$ cat src/rtl/mult_fu_pipe_pkg.sv
// Shared types and sizing for the pipelined RV32M multiply functional unit.
package mult_fu_pipe_pkg;

   localparam int unsigned XLEN        = 32;
   localparam int unsigned STAGES      = 4;
   localparam int unsigned PREG_NUMBER = 64;
   localparam int unsigned FU_NUMBER   = 4;
   localparam int unsigned TW          = $clog2(PREG_NUMBER);

   // Double-width datapath and the multiplier chunk consumed per stage
   localparam int unsigned DW    = 2 * XLEN;
   localparam int unsigned CHUNK = DW / STAGES;

   typedef enum logic [1:0] {
      MUL    = 2'd0,
      MULH   = 2'd1,
      MULHSU = 2'd2,
      MULHU  = 2'd3
   } MUL_FUNC;

   typedef struct packed {
      logic            valid;
      MUL_FUNC         func;
      logic [TW-1:0]   dest_tag;
      logic [DW-1:0]   mcand;
      logic [DW-1:0]   mplier;
      logic [DW-1:0]   acc;
   } MULT_STAGE_PACKET;

   // Widen an operand to the double-width datapath, signed or unsigned
   function automatic logic [DW-1:0] extend_operand(input logic [XLEN-1:0] value,
                                                     input logic          is_signed);
      logic [DW-1:0] wide;
      wide = '0;
      wide[XLEN-1:0] = value;
      if (is_signed && value[XLEN-1]) begin
         wide[DW-1:XLEN] = '1;
      end
      return wide;
   endfunction

endpackage

$ cat src/rtl/mult_stage.sv
// One combinational partial-product step: adds the K-th shifted chunk product.
module mult_stage
   import mult_fu_pipe_pkg::*;
#(
   parameter int unsigned K = 0
) (
   input  MULT_STAGE_PACKET stage_in,
   output MULT_STAGE_PACKET stage_out
);

   localparam int unsigned SHIFT = K * CHUNK;

   logic [DW-1:0] digit;
   logic [DW-1:0] partial;

   // Accumulate (mcand << K*C) * mplier[K*C +: C] modulo 2^DW; other fields pass through
   always_comb begin
      digit              = '0;
      digit[CHUNK-1:0]   = stage_in.mplier[SHIFT +: CHUNK];
      partial            = (stage_in.mcand << SHIFT) * digit;
      stage_out          = stage_in;
      stage_out.acc      = stage_in.acc + partial;
   end

endmodule

$ cat src/rtl/mult_fu_pipe.sv
// Pipelined integer multiply unit between the reservation station and the CDB.
module mult_fu_pipe
   import mult_fu_pipe_pkg::*;
(
   input  logic            clk,
   input  logic            reset,
   input  logic            valid_i,
   input  logic [1:0]      func_i,
   input  logic [XLEN-1:0] rs1_val_i,
   input  logic [XLEN-1:0] rs2_val_i,
   input  logic [TW-1:0]   dest_tag_i,
   input  logic            branch_recover_i,
   input  logic            cdb_grant_i,
   output logic            fu_ready_o,
   output logic            cdb_req_o,
   output logic [TW-1:0]   cdb_tag_o,
   output logic [XLEN-1:0] cdb_value_o
);

   MULT_STAGE_PACKET stage_q    [STAGES];
   MULT_STAGE_PACKET stage_step [STAGES];
   MULT_STAGE_PACKET load_pkt;
   MULT_STAGE_PACKET last_pkt;
   logic [XLEN-1:0]  result_value;
   logic             advance;

   // The whole pipe moves together; a held CDB request freezes every stage
   assign advance    = !cdb_req_o || cdb_grant_i;
   assign fu_ready_o = advance;

   // Build the stage-0 packet with operands extended according to the function
   always_comb begin
      load_pkt          = '0;
      load_pkt.valid    = valid_i;
      load_pkt.func     = MUL_FUNC'(func_i);
      load_pkt.dest_tag = dest_tag_i;
      load_pkt.mcand    = extend_operand(rs1_val_i, func_i != MULHU);
      load_pkt.mplier   = extend_operand(rs2_val_i, (func_i == MUL) || (func_i == MULH));
      load_pkt.acc      = '0;
   end

   for (genvar k = 0; k < STAGES; k++) begin : g_stage
      mult_stage #(.K(k)) u_mult_stage (
         .stage_in  (stage_q[k]),
         .stage_out (stage_step[k])
      );
   end

   // Select low or high half of the finished product for the broadcast
   always_comb begin
      last_pkt     = stage_step[STAGES-1];
      result_value = (last_pkt.func == MUL) ? last_pkt.acc[XLEN-1:0]
                                            : last_pkt.acc[DW-1:XLEN];
   end

   // Pipeline and CDB output registers; squash has priority over accept and grant
   always_ff @(posedge clk or posedge reset) begin
      if (reset) begin
         for (int unsigned i = 0; i < STAGES; i++) begin
            stage_q[i] <= '0;
         end
         cdb_req_o   <= 1'b0;
         cdb_tag_o   <= '0;
         cdb_value_o <= '0;
      end else if (branch_recover_i) begin
         for (int unsigned i = 0; i < STAGES; i++) begin
            stage_q[i].valid <= 1'b0;
         end
         cdb_req_o <= 1'b0;
      end else if (advance) begin
         stage_q[0] <= load_pkt;
         for (int unsigned i = 1; i < STAGES; i++) begin
            stage_q[i] <= stage_step[i-1];
         end
         cdb_req_o   <= last_pkt.valid;
         cdb_tag_o   <= last_pkt.dest_tag;
         cdb_value_o <= result_value;
      end
   end

endmodule
$ cat config.mk
export PLATFORM = sky130hd
export DESIGN_NAME = mult_fu_pipe
export DESIGN_NICKNAME = d
export VERILOG_FILES = /design/src/rtl/mult_fu_pipe_pkg.sv /design/src/rtl/mult_stage.sv /design/src/rtl/mult_fu_pipe.sv
export SDC_FILE = /design/constraint.sdc
export NUM_CORES = 2
export LEC_CHECK = 0
export CORE_MARGIN = 2
export CORE_UTILIZATION = 55
export DETAILED_ROUTE_END_ITERATION = 7
export GPL_ROUTABILITY_DRIVEN = 0
export HOLD_SLACK_MARGIN = 0.15
export PLACE_DENSITY_LB_ADDON = 0.1
export SLEW_MARGIN = 20
export SYNTH_ARGS = -nofsm -noshare
export SYNTH_HDL_FRONTEND = slang
export SYNTH_SLANG_ARGS = --single-unit
$ cat constraint.sdc
create_clock -name clk -period 16.65 [get_ports clk]
set_input_delay 3.33 -clock clk [delete_from_list [all_inputs] [get_ports clk]]
set_output_delay 3.33 -clock clk [all_outputs]
set_load 0.01 [all_outputs]
* Word-level counts from Yosys, hierarchy flattened
Index checks and enable logic that the tools add are counted.
Storage, ports and cells: output and inout bits 40, bits of input ports 77, bits in registers 779
Cells by class: reductions and logical operators 9, bitwise gates (word level) 1, muxes and demuxes 10, add/subtract/negate cells 3, multiply operators 4, equal/unequal tests 2
Operators with widths (number):
- 2-to-1 mux 804 bit | 1
- adder 64 bit | 3
- 2-to-1 mux 32 bit | 3
- multiplier 64 x 16 -> 64 bit | 1
- multiplier 48 x 16 -> 48 bit | 1
- multiplier 32 x 16 -> 32 bit | 1
- multiplier 16 x 16 -> 16 bit | 1
- 2-to-1 mux 1 bit | 6
- zero test 2 bit | 2
- equality test 2 x 1 -> 1 bit (second input constant) | 1
- logical AND 1 bit | 2
- logical OR 1 bit | 2
- != test 2 bit (second input constant) | 1
- AND reduction 2 bit | 1
- nonzero test 2 bit | 1
- zero test 1 bit | 1
- NOT 1 bit | 1

* Logic depth before layout (Yosys ltp)
word-level depth 6, mapped depth 38, gate-level depth less buffers 35

* Cells and area by module
From an unflattened synthesis, not the netlist that was laid out.
Second synthesis, totals: cells, all modules 10343, area total of the unflattened synthesis 99964.6 µm²
Modules (own cells, without submodules):
- mult_stage at g_stage[0].u_mult_stage | area each 30251.5 µm², instances 1, sequential area each 0.0 µm², cells an instance 3640
- mult_fu_pipe | area each 27214.9 µm², instances 1, sequential area each 17942.2 µm², cells an instance 1605
- mult_stage at g_stage[1].u_mult_stage | area each 22395.2 µm², instances 1, sequential area each 0.0 µm², cells an instance 2682
- mult_stage at g_stage[2].u_mult_stage | area each 14127.3 µm², instances 1, sequential area each 0.0 µm², cells an instance 1685
- mult_stage at g_stage[3].u_mult_stage | area each 5975.7 µm², instances 1, sequential area each 0.0 µm², cells an instance 731

* Worst setup path before layout
No wires, ideal clock.
path type register to register, start register stage_q[544] (netlist bit), end register stage_q[264] (netlist bit), path slack 8.681 ns, required time 16.517 ns, cell stages (with the launch flop) 38, clock period less this slack 7.969 ns, data arrival time 7.836 ns, setup time 0.133 ns, buffers on the path 3, cells stage by stage dfrtp_1 -> clkbuf_1 -> clkbuf_1 -> nand2_1 -> fa_1 -> inv_1 -> fa_1 -> inv_1 -> fa_1 -> inv_1 -> fa_1 -> fa_1 -> inv_1 -> fa_1 -> inv_1 -> ha_1 -> and3_1 -> and2_1 -> (+2 left out) -> a31o_2 -> o211a_1 -> o21bai_1 -> a2111oi_0 -> nor2_1 -> xnor2_1 -> ha_1 -> clkbuf_1 -> a21oi_1 -> o21ai_0 -> nand3_1 -> a21boi_0 -> o21ai_0 -> and3_1 -> o211ai_1 -> a31oi_1 -> xor2_1 -> o21ai_0
On the way: cells in the longest elaborated chain, start to end 2
RTL lines:
- start: declaration | line mult_fu_pipe.sv:20 | MULT_STAGE_PACKET stage_q [STAGES];
- start signal: indexed assignment | line mult_fu_pipe.sv:73 | stage_q[i] <= stage_step[i-1];
- multiplier 48 x 16 -> 48 bit | line mult_stage.sv:20 | partial = (stage_in.mcand << SHIFT) * digit;
- adder 64 bit | line mult_stage.sv:22 | stage_out.acc = stage_in.acc + partial;
Every way passes these cells. A chain may end at the register's enable or synchronous reset.

==> flow_metrics.env <==
export IMPL_outcome="complete, no violations"
export IMPL_synth_xor_area_share_pct=3.366
export IMPL_synth_compound_area_share_pct=7.810
export IMPL_cts_reportedPaths_clkPinSlew_ns=0.07
export IMPL_fin_nets=8930
export IMPL_cts_htree_levels=2
export IMPL_rsz0062_at_grt="no"
export IMPL_crit_family="adder cells"
export IMPL_whs_endpoint="stage_q[0]$_DFFE_PP0P_"
export IMPL_path_class="reg -> reg"
export IMPL_cts_resized=0
export IMPL_syn_inst=7311
export IMPL_synth_simple_area_share_pct=16.19
export IMPL_drt_iter0_markers=3470
export IMPL_grt_max_degree=240
export IMPL_synthTopCellsByCount="1770 x nand2_1, 1337 x inv_1, 1281 x fa_1"
export IMPL_ys_seq_area_share_pct=16.52
export IMPL_cp_common_cell="fa_1"
export IMPL_synth_cell_area_um2=65580
export IMPL_yosysTopAreaCellShare_pct=39.11
export IMPL_synth_seq_cells=433
export IMPL_r2r_start="stage_q[327]$_DFFE_PP0P_"
export IMPL_portBuffers=116
export IMPL_start_util_pct=55.53
export IMPL_synth_fa_ha_area_share_pct=46.03
export IMPL_cap_violations=0
export IMPL_synth_top_family_by_area="adder cells"
export IMPL_post_cts_buffers=0
export IMPL_worstSkewPairLatency_ns=0.68
export IMPL_worstMarginPinSlew_ns=1.286
export IMPL_hold_viol=0
export IMPL_slowest_delay_ns=1.01
export IMPL_num_rows=126
export IMPL_synth_area_top_cells="fa_1 39%, dfrtp_1 17%, nand2_1 10%, inv_1 7.7%, ha_1 6.9%"
export IMPL_synthMostInstantiatedCell="nand2_1"
export IMPL_layout_worst_path_cycle_share_pct=54.98
export IMPL_arrival_ns=9.67
export IMPL_hold_path_class="reg -> reg"
export IMPL_core_um2=118100
export IMPL_antenna_found_initial=5
export IMPL_numCtsBuffers=52
export IMPL_slowest_stage="dfrtp_1"
export IMPL_r2r_setup_slack_ns=7.50
export IMPL_dieArea_um2=122000
export IMPL_slew_viol_final=0
export IMPL_yosysTopAreaCell="fa_1"
export IMPL_pin_count=117
export IMPL_drive_above_1_share_pct=2.965
export IMPL_synth_fp_nets=9032
export IMPL_vias=47920
export IMPL_cp_num_buf_inv=5
export IMPL_dr_pass1_iters=6
export IMPL_yosys_most_used_dff="dfrtp_1"
export IMPL_slew_headroom_pct=14.28
export IMPL_crit_path_start_kind="register"
export IMPL_area_growth_pct=6.623
export IMPL_cts_hold_buf=0
export IMPL_gr_total_overflow=0
export IMPL_r2r_cells=31
export IMPL_min_path_cells=2
export IMPL_grt_pass1_vias=50690
export IMPL_grtUsageTotal_pct=30.13
export IMPL_synthArstFlopShare_pct=100.0
export IMPL_synth_cell_types=70
export IMPL_ys_warn_count=0
export IMPL_min_from="stage_q[201]$_DFFE_PP0P_"
export IMPL_via_per_inst=5.451
export IMPL_die_h_um=349.3
export IMPL_antenna_left=0
export IMPL_grt_pass1_wl_mm=285.4
export IMPL_root_buffer="clkbuf_16"
export IMPL_synth_edf_count=0
export IMPL_clock_sinks=433
export IMPL_worst_path_max_fanout=35
export IMPL_synth_mux_area_fraction_pct=0.4160
export IMPL_place_hpwl_mm=138.2
export IMPL_fillers=10490
export IMPL_post_route_drc_count=0
export IMPL_fp_dieW_um=349.3
export IMPL_fin_crit_ns=9.155
export IMPL_fmax_mhz=109.2
export IMPL_routedWlPerCell_um=20.00
export IMPL_cts_tree="done"
export IMPL_avgSynthCellArea_um2=8.969
export IMPL_required_ns=17.17
export IMPL_clock_skew_ns=0.09780
export IMPL_timing_rr_end="stage_q[63]$_DFFE_PP0P_"
export IMPL_tns_ns=0
export IMPL_clockBufferDepth=3
export IMPL_routed_wl_mm=175.8
export IMPL_end_kind="register"
export IMPL_setup_viol_count_final=0
-- layer usage --
layer / GRT usage [%] / part of all wire (%)
met2: 48.56 / 47
met5: 0 / 0
met1: 42.92 / 44
met3: 3.364 / 5.7
met4: 9.606 / 3.6
-- sequential cells by signal, summed over array words and instances (netlist names) --
name         flops
cdb_value_o     32
cdb_tag_o        6
cdb_req_o        1
stage_q        394
-- stage by stage --
step	instance area, um2	hold WS [ns]	std cells	util (%)	setup WS, ns
after floorplan	65580	0.4381	7311	-	1.260
after CTS	69910	0.4533	8788	59.21	7.587
after global placement	68000	0.4443	8691	57.59	7.776
after detailed placement	68000	0.4503	8691	57.59	7.690
final	69920	0.4572	8790	59.21	7.495
after global routing	69920	0.4862	8789	59.21	6.880
-- how the worst max path moves through the flow --
stage,from,to,slack (ns),depth (start not counted)
floorplan,reset,cdb_req_o$_DFFE_PP0P_,1.26,1
global placement,stage_q[327]$_DFFE_PP0P_,stage_q[63]$_DFFE_PP0P_,7.78,30
detailed placement,stage_q[327]$_DFFE_PP0P_,stage_q[63]$_DFFE_PP0P_,7.69,31
CTS,stage_q[484]$_DFFE_PP0P_,stage_q[263]$_DFFE_PP0P_,7.59,31
global route,stage_q[484]$_DFFE_PP0P_,stage_q[263]$_DFFE_PP0P_,6.88,31
finish,stage_q[327]$_DFFE_PP0P_,stage_q[63]$_DFFE_PP0P_,7.50,31
-- area by class of cell --
type                            count  area, um2  share of cell area [%]
Clock inverter                     28      416.7                  0.5959
Tap cell                         1536       1922                   2.749
Multi-Input combinational cell   5191      48420                   69.26
Inverter                         1337       5026                   7.188
Clock buffer                       69       1495                   2.138
Sequential cell                   433      10850                   15.51
Antenna cell                        2      5.005                0.007158
Timing Repair Buffer              194       1784                   2.552
-- kinds of logic after synthesis --
family          after synthesis
fa+ha+maj                  1644
compound gates              810
mux                          27
buf+inv                    1687
xor+xnor                    252
flops                       433
simple gates               2458
-- worst min-delay path: stages, from the launching register on --
cell	delay, ns
dfrtp_1	0.34
nand2_1	0.05
nand2_1	0.04
-- cells in the final DEF (no fill, tap or decap), types with 13 or more instances in the layout --
| cell | synthesis | routed |
|---|---|---|
| xor2_1 | 86 | 86 |
| clkbuf_8 | 0 | 13 |
| a211oi_1 | 19 | 19 |
| nor2_1 | 102 | 100 |
| o21a_1 | 29 | 29 |
| mux2i_1 | 25 | 25 |
| o211ai_1 | 18 | 18 |
| nand4_1 | 18 | 18 |
| a31oi_1 | 28 | 28 |
| clkdlybuf4s50_1 | 0 | 116 |
| xnor2_1 | 166 | 166 |
| o21bai_1 | 51 | 51 |
| nand2_1 | 1770 | 1770 |
| ha_1 | 363 | 363 |
| nor2b_1 | 15 | 15 |
| clkbuf_16 | 0 | 52 |
| and3_1 | 28 | 28 |
| nand3_1 | 39 | 39 |
| a21o_1 | 110 | 110 |
| dfrtp_1 | 433 | 425 |
| inv_1 | 1337 | 1336 |
| nor3_1 | 43 | 43 |
| buf_4 | 0 | 75 |
| o21ai_0 | 234 | 234 |
| fa_1 | 1281 | 1281 |
| nand2b_1 | 28 | 28 |
| and2_1 | 374 | 374 |
| a21oi_1 | 201 | 201 |
Power is not shown: default switching activity piles up to over one toggle a cycle in this logic, so the estimate is an artifact.
